File: src/rtl/currency_accumulator_if.sv
// Coin-channel bundle: per-channel value, 4-phase valid request and ready acknowledge.
interface currency_accumulator_if #(
   parameter int CURRENCY_WIDTH = 7,
   parameter int NUM_CHANNELS   = 4
);
   logic [NUM_CHANNELS*CURRENCY_WIDTH-1:0] currency_value;
   logic [NUM_CHANNELS-1:0]                currency_valid;
   logic [NUM_CHANNELS-1:0]                currency_ready;

   modport master (output currency_value, currency_valid, input currency_ready);
   modport slave  (input currency_value, currency_valid, output currency_ready);
endinterface

File: src/rtl/currency_accumulator.sv
// Multi-channel coin accumulator with round-robin intake, vend with change, refund and overflow reject.
// Optional per-channel accepted-coin counters when COIN_COUNT_EN is defined.
module currency_accumulator #(
   parameter int CURRENCY_WIDTH = 7,
   parameter int NUM_CHANNELS   = 4,
   parameter int MAX_TOTAL      = 100,
   parameter int SYNC_STAGES    = 2
) (
   input  logic                      clk,
   input  logic                      rst,
   currency_accumulator_if.slave     bus,
   input  logic [CURRENCY_WIDTH-1:0] price,
   input  logic                      vend_req,
   input  logic                      refund_req,
   output logic [CURRENCY_WIDTH-1:0] total_currency,
   output logic [CURRENCY_WIDTH-1:0] change_value,
   output logic                      change_valid,
   output logic                      vend_done,
   output logic                      vend_fail,
   output logic                      reject,
   output logic                      busy
`ifdef COIN_COUNT_EN
   ,
   output logic [NUM_CHANNELS*8-1:0] coin_count
`endif
);
   localparam int W     = CURRENCY_WIDTH;
   localparam int PTR_W = (NUM_CHANNELS > 1) ? $clog2(NUM_CHANNELS) : 1;
   localparam logic [W:0] MAX_EXT = (W+1)'(MAX_TOTAL);

   localparam logic [1:0] IDLE = 2'd0;
   localparam logic [1:0] ADD  = 2'd1;
   localparam logic [1:0] ACK  = 2'd2;

   logic [1:0]              state;
   logic [NUM_CHANNELS-1:0] sync_q [SYNC_STAGES];
   logic [NUM_CHANNELS-1:0] vs;
   logic [NUM_CHANNELS-1:0] ready_q;
   logic [NUM_CHANNELS-1:0] pending;
   logic [PTR_W-1:0]        ptr;
   logic [PTR_W-1:0]        gidx;
   logic [PTR_W-1:0]        pick;
   logic                    found;
   logic [W-1:0]            gval;
   logic [W:0]              sum;
   logic                    sum_ok;
   int unsigned             cand;

   always_ff @(posedge clk) begin
      if (rst) begin
         for (int unsigned s = 0; s < SYNC_STAGES; s++) sync_q[s] <= '0;
      end else begin
         sync_q[0] <= bus.currency_valid;
         for (int unsigned s = 1; s < SYNC_STAGES; s++) sync_q[s] <= sync_q[s-1];
      end
   end

   assign vs                 = sync_q[SYNC_STAGES-1];
   assign pending            = vs & ~ready_q;
   assign bus.currency_ready = ready_q;
   assign busy               = (state != IDLE);
   assign sum                = {1'b0, total_currency} + {1'b0, gval};
   assign sum_ok             = (sum <= MAX_EXT);

   // First pending channel scanning upward from the pointer, wrapping at NUM_CHANNELS.
   always_comb begin
      found = 1'b0;
      pick  = '0;
      cand  = 0;
      for (int unsigned i = 0; i < NUM_CHANNELS; i++) begin
         cand = int'(ptr) + i;
         if (cand >= NUM_CHANNELS) cand = cand - NUM_CHANNELS;
         if (!found && pending[cand]) begin
            found = 1'b1;
            pick  = PTR_W'(cand);
         end
      end
   end

   always_ff @(posedge clk) begin
      if (rst) begin
         state          <= IDLE;
         ptr            <= '0;
         gidx           <= '0;
         gval           <= '0;
         ready_q        <= '0;
         total_currency <= '0;
         change_value   <= '0;
         change_valid   <= 1'b0;
         vend_done      <= 1'b0;
         vend_fail      <= 1'b0;
         reject         <= 1'b0;
      end else begin
         change_valid <= 1'b0;
         vend_done    <= 1'b0;
         vend_fail    <= 1'b0;
         reject       <= 1'b0;
         case (state)
            IDLE: begin
               if (refund_req) begin
                  change_value   <= total_currency;
                  change_valid   <= 1'b1;
                  total_currency <= '0;
               end else if (vend_req) begin
                  if (total_currency >= price) begin
                     change_value   <= total_currency - price;
                     change_valid   <= 1'b1;
                     vend_done      <= 1'b1;
                     total_currency <= '0;
                  end else begin
                     vend_fail <= 1'b1;
                  end
               end else if (found) begin
                  gidx  <= pick;
                  gval  <= bus.currency_value[pick*W +: W];
                  state <= ADD;
               end
            end
            ADD: begin
               if (sum_ok) total_currency <= sum[W-1:0];
               else        reject         <= 1'b1;
               ready_q[gidx] <= 1'b1;
               state         <= ACK;
            end
            ACK: begin
               if (!vs[gidx]) begin
                  ready_q[gidx] <= 1'b0;
                  ptr           <= (gidx == PTR_W'(NUM_CHANNELS-1)) ? '0 : gidx + 1'b1;
                  state         <= IDLE;
               end
            end
            default: state <= IDLE;
         endcase
      end
   end

`ifdef COIN_COUNT_EN
   always_ff @(posedge clk) begin
      if (rst) begin
         coin_count <= '0;
      end else if (state == ADD && sum_ok && coin_count[gidx*8 +: 8] != 8'hFF) begin
         coin_count[gidx*8 +: 8] <= coin_count[gidx*8 +: 8] + 8'd1;
      end
   end
`endif

endmodule
File: src/flat_wrapper.sv
// flat-port wrapper written by rule: the top's interface ports become plain ports
module currency_accumulator_flat 
#(
   parameter int CURRENCY_WIDTH = 7,
   parameter int NUM_CHANNELS   = 4,
   parameter int MAX_TOTAL      = 100,
   parameter int SYNC_STAGES    = 2
)
  (clk, rst, price, vend_req, refund_req, total_currency, change_value, change_valid, vend_done, vend_fail, reject, busy, bus_currency_value, bus_currency_valid, bus_currency_ready);
  currency_accumulator_if #(.CURRENCY_WIDTH(CURRENCY_WIDTH), .NUM_CHANNELS(NUM_CHANNELS)) bus_i ();
  input  logic clk;
  input  logic rst;
  input  logic [CURRENCY_WIDTH-1:0] price;
  input  logic vend_req;
  input  logic refund_req;
  output logic [CURRENCY_WIDTH-1:0] total_currency;
  output logic [CURRENCY_WIDTH-1:0] change_value;
  output logic change_valid;
  output logic vend_done;
  output logic vend_fail;
  output logic reject;
  output logic busy;
  input wire logic [$bits(bus_i.currency_value)-1:0] bus_currency_value;
  input wire logic [$bits(bus_i.currency_valid)-1:0] bus_currency_valid;
  output wire logic [$bits(bus_i.currency_ready)-1:0] bus_currency_ready;
  assign bus_i.currency_value = bus_currency_value;
  assign bus_i.currency_valid = bus_currency_valid;
  assign bus_currency_ready = bus_i.currency_ready;
  currency_accumulator #(.CURRENCY_WIDTH(CURRENCY_WIDTH), .NUM_CHANNELS(NUM_CHANNELS), .MAX_TOTAL(MAX_TOTAL), .SYNC_STAGES(SYNC_STAGES)) u_core (.clk(clk), .rst(rst), .bus(bus_i), .price(price), .vend_req(vend_req), .refund_req(refund_req), .total_currency(total_currency), .change_value(change_value), .change_valid(change_valid), .vend_done(vend_done), .vend_fail(vend_fail), .reject(reject), .busy(busy));
endmodule
File: config.mk
export PLATFORM = sky130hd
export DESIGN_NAME = currency_accumulator_flat
export DESIGN_NICKNAME = d
export VERILOG_FILES = /design/src/rtl/currency_accumulator_if.sv /design/src/rtl/currency_accumulator.sv /design/src/flat_wrapper.sv
export SDC_FILE = /design/constraint.sdc
export NUM_CORES = 1
export LEC_CHECK = 0
export ABC_CLOCK_PERIOD_IN_PS = 3300
export CAP_MARGIN = 40
export CORE_AREA = 2 2 77 79
export DETAILED_ROUTE_END_ITERATION = 10
export DIE_AREA = 0 0 79 81
export GPL_ROUTABILITY_DRIVEN = 0
export MAX_ROUTING_LAYER = met4
export PLACE_DENSITY = 0.91
export RECOVER_POWER = 25
export SLEW_MARGIN = 20
export SYNTH_ARGS = -nofsm -noshare
export SYNTH_HDL_FRONTEND = slang
export SYNTH_SLANG_ARGS = --single-unit
export TNS_END_PERCENT = 30
File: constraint.sdc
create_clock -name clk -period 3.3 [get_ports clk]
set_input_delay 0.825 -clock clk [delete_from_list [all_inputs] [get_ports clk]]
set_output_delay 0.825 -clock clk [all_outputs]
set_load 0.05 [all_outputs]
; Yosys cells after proc, flatten, opt, wreduce, memory -nomap -nowiden
; Memories as Yosys holds them, arrays and structs flattened.
; Index checks and enable logic that the tools add are counted.
[totals]
reg_bits = 35
ramBits = 8
output_inout_bits = 23
word_cells = 131
n_memories = 1
[memory_table]
columns = name, words, width, read_ports, rd_clocked_by_memory_dff, wr, line
row1 = u_core.sync_q, 2, 4, 2, 0, 2, currency_accumulator.sv:36  ; logic [NUM_CHANNELS-1:0] sync_q [SYNC_STAGES];
[classes]
n_addsub = 10
n_mul = 1
n_lt_le_gt_ge = 12
eq_ne = 10
shift = 1
muxes = 50
bitwise = 12
n_reduce_logical = 23
[ops]
columns = cell, count
row1 = "< comparator 32 x 3 -> 1 bit, second input constant", 4
row2 = 2-to-1 mux 32 bit, 4
row3 = ">= comparator 32 x 3 -> 1 bit, second input constant", 3
row4 = "subtractor 32 x 3 -> 32 bit, second input constant", 3
row5 = 2-to-1 mux 7 bit, 7
row6 = variable part select 28 x 6 -> 7 bit, 1
row7 = 2-to-1 mux 1 bit, 18
row8 = 2-to-1 mux 2 bit, 9
row9 = case mux 7 bit (2 select lines), 1
row10 = 2-to-1 mux 4 bit, 3
row11 = AND reduction 4 bit, 3
row12 = binary-select mux 1 bit (select 2 bit), 5
row13 = nonzero test 2 bit, 5
row14 = adder 7 x 7 -> 8 bit, 1
row15 = AND 4 bit, 2
row16 = "<= comparator 8 x 7 -> 1 bit, second input constant", 1
row17 = NOT 4 bit, 2
row18 = case mux 4 bit (2 select lines), 1
row19 = >= comparator 7 bit, 1
row20 = subtractor 7 bit, 1
row21 = "adder 2 x 2 -> 3 bit, second input constant", 2
row22 = "inequality test 2 bit, second input constant", 3
row23 = case mux 2 bit (3 select lines), 1
row24 = "multiplier 2 x 3 -> 5 bit, second input constant", 1
row25 = other kinds (23), 37

; Logic depth before layout (Yosys ltp)
; Gate-level depths: netlist (run 1).
[logic_depth]
depth_word = 18
mapped_depth = 9

; Worst setup path after synthesis (run 1)
; No wires, ideal clock.
[synth_path]
path_kind = reg-to-reg
start = register u_core.total_currency[0]
end = register u_core.total_currency[3]
t_arrival_ns = 2.613
setup_slack_ns = 0.566
path_stages_with_launch = 10
n_path_buf = 0
path_cell_list = dfxtp_1 > ha_1 > inv_1 > fa_1 > nor2b_2 > o311a_1 > o2111ai_2 > and2_4 > a21boi_4 > mux2_4
[synth_via]
elab_chain_len = 4
elab_cells_between_ends = 8
cone_classes = 1 x add/sub / 2 x order compare / 2 x eq/ne / 2 x mux / 1 x reduce/logical
[synth_rtl]
columns = element, line
row1 = start: declaration, currency_accumulator.sv:15  ; output logic [CURRENCY_WIDTH-1:0] total_currency,
row2 = start signal: assignment, currency_accumulator.sv:120  ; if (sum_ok) total_currency <= sum[W-1:0];
row3 = adder 7 x 7 -> 8 bit, currency_accumulator.sv:62  ; assign sum = {1'b0, total_currency} + {1'b0, gval};
row4 = <= comparator 8 x 7 -> 1 bit, currency_accumulator.sv:63  ; assign sum_ok = (sum <= MAX_EXT);
row5 = inequality test 2 x 1 -> 1 bit (no line), -
row6 = AND reduction 4 bit (no line), -
; Parallel ways exist; a longest one is shown, timed or not. The select of a mux whose other input is x is not followed.
; A chain may end at the register's enable or synchronous reset.

; Worst setup path in the final report (run 1)
[layout_path]
start = input port price[1]
end = register u_core.total_currency[1]
[layout_via]
elab_chain_len = 3
[layout_rtl]
columns = element, line
row1 = start: declaration, flat_wrapper.sv:13  ; input logic [CURRENCY_WIDTH-1:0] price;
row2 = >= comparator 7 bit, currency_accumulator.sv:105  ; if (total_currency >= price) begin
row3 = inequality test 3 x 2 -> 1 bit (no line), -
row4 = AND reduction 4 bit (no line), -
; Every way passes these cells.

==> run metrics, run 1 <==
Remaining DRCs 0; Rel. slew slack 11.73%; type of the worst min-delay path reg -> reg; cts bufs inserted 5; number of global-route vias before repair approximately 2300; First-pass DRT Iterations 4; Leak approximately 1.3 nW; worst-margin pin slew roughly 1.3 ns; clk slew on worst S/H paths around 0.090 ns; total power per unit cell area around 320 mW/mm^2; arrival time worst endpoint roughly 3.1 ns; R2R Path Start u_core.total_currency[0]$_SDFFE_PP0P_; asr flop ratio synth 0%; port bufs 65; mean routed wirelength per cell between 10 and 15 um; Gates resized, CTS repair 0; Syn. warnings 0; Via density 5.531; DR iter-0 viols roughly 120; Final Hold Slack ~0.44 ns; Req. time, crit path about 3.5 ns; Max Root-Sink Buffers 2; mapped cell area between 0.002 and 0.003 mm^2; Antenna Violating Nets Remaining 0; Setup crit start price[1]; first-pass GRT wire length approximately 10000 um; crit end category flop; total gr overflow 0; # hold bufs at CTS 0; cell chain of the critical path clkdlybuf4s50_1 -> inv_1 -> ha_1 -> nor2b_1 -> o31a_1 -> nor4_4 -> o22ai_2 -> buf_4 -> o41ai_1; via count 2478; Syn-to-layout area delta 29.61%; ys flop type dfxtp_1; Num Clock Sinks 43; Period Utilization, post-route approximately 90%; Final Non-Filler Cells 448; # rows 28; Cell Count Post-Placement 440; RSZ-0062 raised after global routing false; fmax approximately 340 MHz; synthesized area per cell between 8 and 9 um^2; fin crit period approximately 3 ns; Setup TNS Final 0 ns; CTS tree yes; Mapped Nets between 300 and 400; run status finished, final reports clean; max-cap violations 0; top cells by area, synth dfxtp_1, mux2i_1, ha_1, nor2_1, nor2b_1; Worst setup SP type input port; #FFs+latches synth between 40 and 50; Slew Limit Fails 0; Root Buffer Master clkbuf_8; Worst path slowest cell clkdlybuf4s50_1; GRT Overall Usage around 20%; chip height 81 um; Initial Util approximately 48%; multi-input combinational cell area 0.001744 mm^2; Max FO, Critical Path 7; Post-synth EDFFs 0; design area about 0.0035 mm^2; final WL 6496 um; Synth top area share between 30% and 40%; io pins between 60 and 70; initial antenna violation count 0; layout cell share with drive strength beyond 1 around a tenth; count of final hold-check violations 0; Yosys top cell by area dfxtp_1; pin count of the biggest net entering global routing 32; ant diodes 0; Critical Path Max Stage Delay between 0.5 and 0.6 ns; Die Width 79 um; Seq. cell area roughly 860 um^2; Final Net Count 435; number of library cell types mapped by synthesis just under 60; post-synthesis sequential area ratio a little under a third; Crit Path Category in -> reg; maximum vdd drop a little over 0.2 mV; Final HPWL DP between 5000 and 6000 um; Final setup viols 0; Post-DP Area 0.003462 mm^2; Post-Syn Instances 304; clk_lat worst skew 0.30 ns; HP Start u_core.sync_q[0][0]$_SDFF_PP0_; # Post-CTS Setup Buffers 0; fill count roughly 480; CTS H-tree lvls 2; Die Area 0.006399 mm^2; Core ar. between 0.005 and 0.006 mm^2; Setup Skew ~0.011 ns
==> logic make-up after synthesis <==
logic type	count (synthesis)	synth area share [%]
buffers and inverters	29	4.713
xor gates and xnor gates	3	0.9613
adders and majority gates	20	9.703
DFF	43	31.49
muxes	33	13.04
AOI/OAI and AO/OA	71	19.09
and+or+nand+nor	105	21.01
==> critical path: cells and delay by family <==
family | cells | cell delay, ns
adders and majority gates | 1 | 0.30
buffers and inverters | 3 | 0.77
AOI/OAI and AO/OA | 3 | 0.79
and+or+nand+nor | 2 | 0.46
==> layout by cell type, fill, tap and decap left out, types with 2 or more instances in the layout <==
| cell type | synthesis | routed |
|---|---|---|
| a211oi_1 | 7 | 7 |
| a21oi_1 | 10 | 10 |
| a22oi_1 | 5 | 5 |
| buf_4 | 2 | 4 |
| clkbuf_1 | 5 | 2 |
| clkbuf_8 | 0 | 5 |
| clkdlybuf4s50_1 | 0 | 64 |
| dfxtp_1 | 43 | 43 |
| fa_1 | 2 | 2 |
| ha_1 | 18 | 18 |
| inv_1 | 19 | 19 |
| mux2_2 | 7 | 7 |
| mux2i_1 | 24 | 24 |
| nand2_1 | 14 | 14 |
| nand2b_1 | 4 | 4 |
| nand3_1 | 10 | 10 |
| nand3b_1 | 5 | 5 |
| nand4_1 | 3 | 3 |
| nor2_1 | 31 | 31 |
| nor2b_1 | 16 | 16 |
| nor3_1 | 7 | 7 |
| o2111ai_1 | 3 | 3 |
| o21a_1 | 7 | 7 |
| o21ai_0 | 14 | 14 |
| o21ai_1 | 6 | 6 |
| o311a_1 | 2 | 2 |
| o31a_1 | 2 | 2 |
| o41ai_1 | 3 | 3 |
| xnor2_1 | 3 | 3 |
==> stage by stage <==
stage | utilization [%] | total power [mW] | worst slack [ns]
final | 62.43 | 1.126 | 0.3569
after global routing | 62.43 | 1.167 | 0.1996
after CTS | 62.50 | 1.126 | 0.3627
after detailed placement | 61.00 | 0.8109 | 0.06736
after global placement | 61.00 | 0.8028 | 0.1528
after floorplan | - | 0.7151 | 0.5657
==> registers in the layout, summed over array words and instances, names as in the netlist, named ones only <==
signal                 count
u_core.change_valid        1
u_core.change_value        7
u_core.gidx                2
u_core.gval                7
u_core.ptr                 2
u_core.reject              1
u_core.state               2
u_core.sync_q              8
u_core.total_currency      7
u_core.vend_done           1
u_core.vend_fail           1
==> area by class of cell <==
| cell class | count | area share, % |
|---|---|---|
| clock buffer | 6 | 2.048 |
| tap | 75 | 2.648 |
| sequential | 43 | 24.29 |
| timing repair buffer | 70 | 19.31 |
| clock inverter | 2 | 0.3531 |
| multi-input combinational | 232 | 49.22 |
| inverter | 20 | 2.119 |
==> cell usage after synthesis (all sizes together) (3+ instances only) <==
library cell / instances
a21oi: 12
nand3: 10
a22oi: 5
clkbuf: 5
o21ai: 20
nor2b: 17
o21a: 8
o2111ai: 4
nand3b: 5
nor3: 8
o41ai: 3
inv: 19
nand2b: 5
mux2: 8
dfxtp: 43
a211oi: 8
nand4: 3
buf: 4
mux2i: 24
nor2: 32
xnor2: 3
nand2: 14
ha: 18
==> power breakdown <==
part	internal [mW]	total, mW	switching (mW)
Sequential	0.536	0.548	0.0114
Clock	0.148	0.326	0.178
Combinational	0.127	0.252	0.125
==> per-layer routing <==
metal  share of wire, %  vias up  track usage (%)
met3                5.2        4            3.333
met5                  0        -                -
met1                 43     1162            23.20
li1                   -     1238                -
met2                 52       74            37.80
met4               0.51        0            4.483
==> worst paths after layout <==
check                                               end  depth (start not counted)  slack (ns)
setup / recovery  u_core.total_currency[1]$_SDFFE_PP0P_                          9        0.36
hold / removal           u_core.sync_q[0][4]$_SDFF_PP0_                          1        0.44
setup reg to reg  u_core.total_currency[3]$_SDFFE_PP0P_                          9        0.66
hold reg to reg          u_core.sync_q[0][4]$_SDFF_PP0_                          1        0.44
Power figures use the tool's default switching activity.
==> run 2: changes to the inputs <==
--- a/config.mk
+++ b/config.mk
@@ -18,4 +18,3 @@
 export SYNTH_ARGS = -nofsm -noshare
 export SYNTH_HDL_FRONTEND = slang
 export SYNTH_SLANG_ARGS = --single-unit
-export TNS_END_PERCENT = 30
==> results of run 2 <==
Final layout, timing and power as in run 1 (identical DEF).
==> edit: new RTL, settings of run 2 <==
`MAX_TOTAL` is set to 100 in 2 places; all go to 75.
--- a/src/rtl/currency_accumulator.sv
+++ b/src/rtl/currency_accumulator.sv
@@ -5,3 +5,3 @@
    parameter int NUM_CHANNELS   = 4,
-   parameter int MAX_TOTAL      = 100,
+   parameter int MAX_TOTAL      = 75,
    parameter int SYNC_STAGES    = 2
--- a/src/flat_wrapper.sv
+++ b/src/flat_wrapper.sv
@@ -5,3 +5,3 @@
    parameter int NUM_CHANNELS   = 4,
-   parameter int MAX_TOTAL      = 100,
+   parameter int MAX_TOTAL      = 75,
    parameter int SYNC_STAGES    = 2
Function: changed (a bounded check fails within 10 cycles, from zero or initial values and one cycle with rst high).
==> edit against run 2 <==
Largest cell class unchanged. Critical path type unchanged. Setup slack got worse by 0.089 ns. Design area increased by 0.60%. Routed wire length increased by 1.5%. Count of clock-buffer cells in the layout decreased by 1. Area after synthesis decreased by 1.1%. Sequential cell count unchanged. Worst hold slack improved by 0.0031 ns. Total power increased by 0.46%.
==> edit: results (changes against run 2) <==
| Metric | Value |
|---|---|
| Status | `completed (unchanged)` |
| Seq/Total Area, Yosys | `0.318 (was 0.315)` |
| Wire per inst | `14.5 µm (about the same)` |
| Met3 routed WL | `422 µm (was 339 µm)` |
| Final hold slack | `0.441 ns (was 0.438 ns)` |
| R2R depth | `7 (was 9)` |
| Share of cells above drive strength 1 | `0.0792 (was 0.102)` |
| Worst slew pin tran | `0.818 ns (was 1.32 ns)` |
| Fillers | `488 (was 476)` |
| Flop pwr share | `0.481 (was 0.486)` |
| M1 GR Usage | `0.250 (was 0.232)` |
| Final Power | `1.13 mW (about the same)` |
| Pleak | `1.40 nW (was 1.35 nW)` |
| M1 wire length | `2.75 mm (was 2.77 mm)` |
| Total number of vias | `2616 (was 2478)` |
| Pin count of the biggest net entering global routing | `20 (was 32)` |
| Netlist cell types | `60 (was 59)` |
| RR Startpoint | `u_core.total_currency[1] (was u_core.total_currency[0])` |
| Worst vdd ir | `0.235 mV (was 0.207 mV)` |
| Post-route clock period utilization | `0.919 (was 0.892)` |
| HP Start | `u_core.sync_q[0][1] (was u_core.sync_q[0][0])` |
| CP max-delay cell | `or3_1 (was clkdlybuf4s50_1)` |
| Synth area leaders | `dfxtp_1 32%, ha_1 8.3%, mux2i_1 8.1%, nor2b_1 3.9%, nand2_1 3.9% (was dfxtp_1 31%, mux2i_1 8.8%, ha_1 8.2%, nor2_1 4.3%, nor2b_1 3.7%)` |
| Hold Path Sink | `u_core.sync_q[0][5] (was u_core.sync_q[0][4])` |
| Starting DRC count in detailed routing | `119 (was 122)` |
| Worst Clk Skew | `0.00594 ns (was 0.0112 ns)` |
| Layout Nets | `441 (was 435)` |
| Clk network pwr share | `0.314 (was 0.290)` |
| Placed cells | `445 (was 440)` |
| Layout area overhead | `31.8% (was 29.6%)` |
| Syn Area/Cell | `8.90 µm² (was 8.99 µm²)` |
| Met2 GRT Util | `0.408 (was 0.378)` |
| R2r setup slk | `0.50 ns (was 0.66 ns)` |
| Worst slack, placed | `-0.0673 ns (was 0.0674 ns)` |
| Worst EP arrival | `3.24 ns (was 3.13 ns)` |
| First-pass GRT wire length | `11.3 mm (was 10.1 mm)` |
| Pint | `0.803 mW (was 0.811 mW)` |
| Critical Path Fanout Max | `6 (was 7)` |
| Met3 Usage GRT | `0.0422 (was 0.0333)` |
| DRT Wirelength | `6.59 mm (was 6.50 mm)` |
| Tot GR Track Use | `0.226 (was 0.204)` |
| Asr flop ratio synth | `0 (unchanged)` |
| HPWL Detailed | `5.12 mm (was 5.06 mm)` |
[edit: cell types whose count changed after synthesis, sizes merged, moves of 6 or more]
cell	delta
nand2	+14
nor3b	+6
o221ai	+7
nor2	-8
[edit: kinds of logic (layout without fill, tap and decap cells)]
kind of cell	count (synthesis)	in the layout	synth area share
AND/OR/NAND/NOR	108	108	0.211
AO/OA/AOI/OAI	78	78	0.214
flip-flops	43	43	0.318
buffers and inverters	27	102	0.0486
multiplexers	26	26	0.104
adder cells (fa/ha/maj)	20	20	0.0981
XOR/XNOR	2	2	0.00648
[edit: critical path: cells and delay by family]
family                   cells  cell delay, ns
AND/OR/NAND/NOR              3            0.84
buffers and inverters        2            0.51
AO/OA/AOI/OAI                2            0.44
adder cells (fa/ha/maj)      1            0.30
multiplexers                 1            0.33
[edit: cell type report]
class,count,share of cell area
Sequential cell,43,0.241
Clock inverter,3,0.00667
Multi-Input combinational cell,234,0.481
Timing Repair Buffer,79,0.210
Tap cell,75,0.0263
Clock buffer,5,0.0193
Inverter,15,0.0158
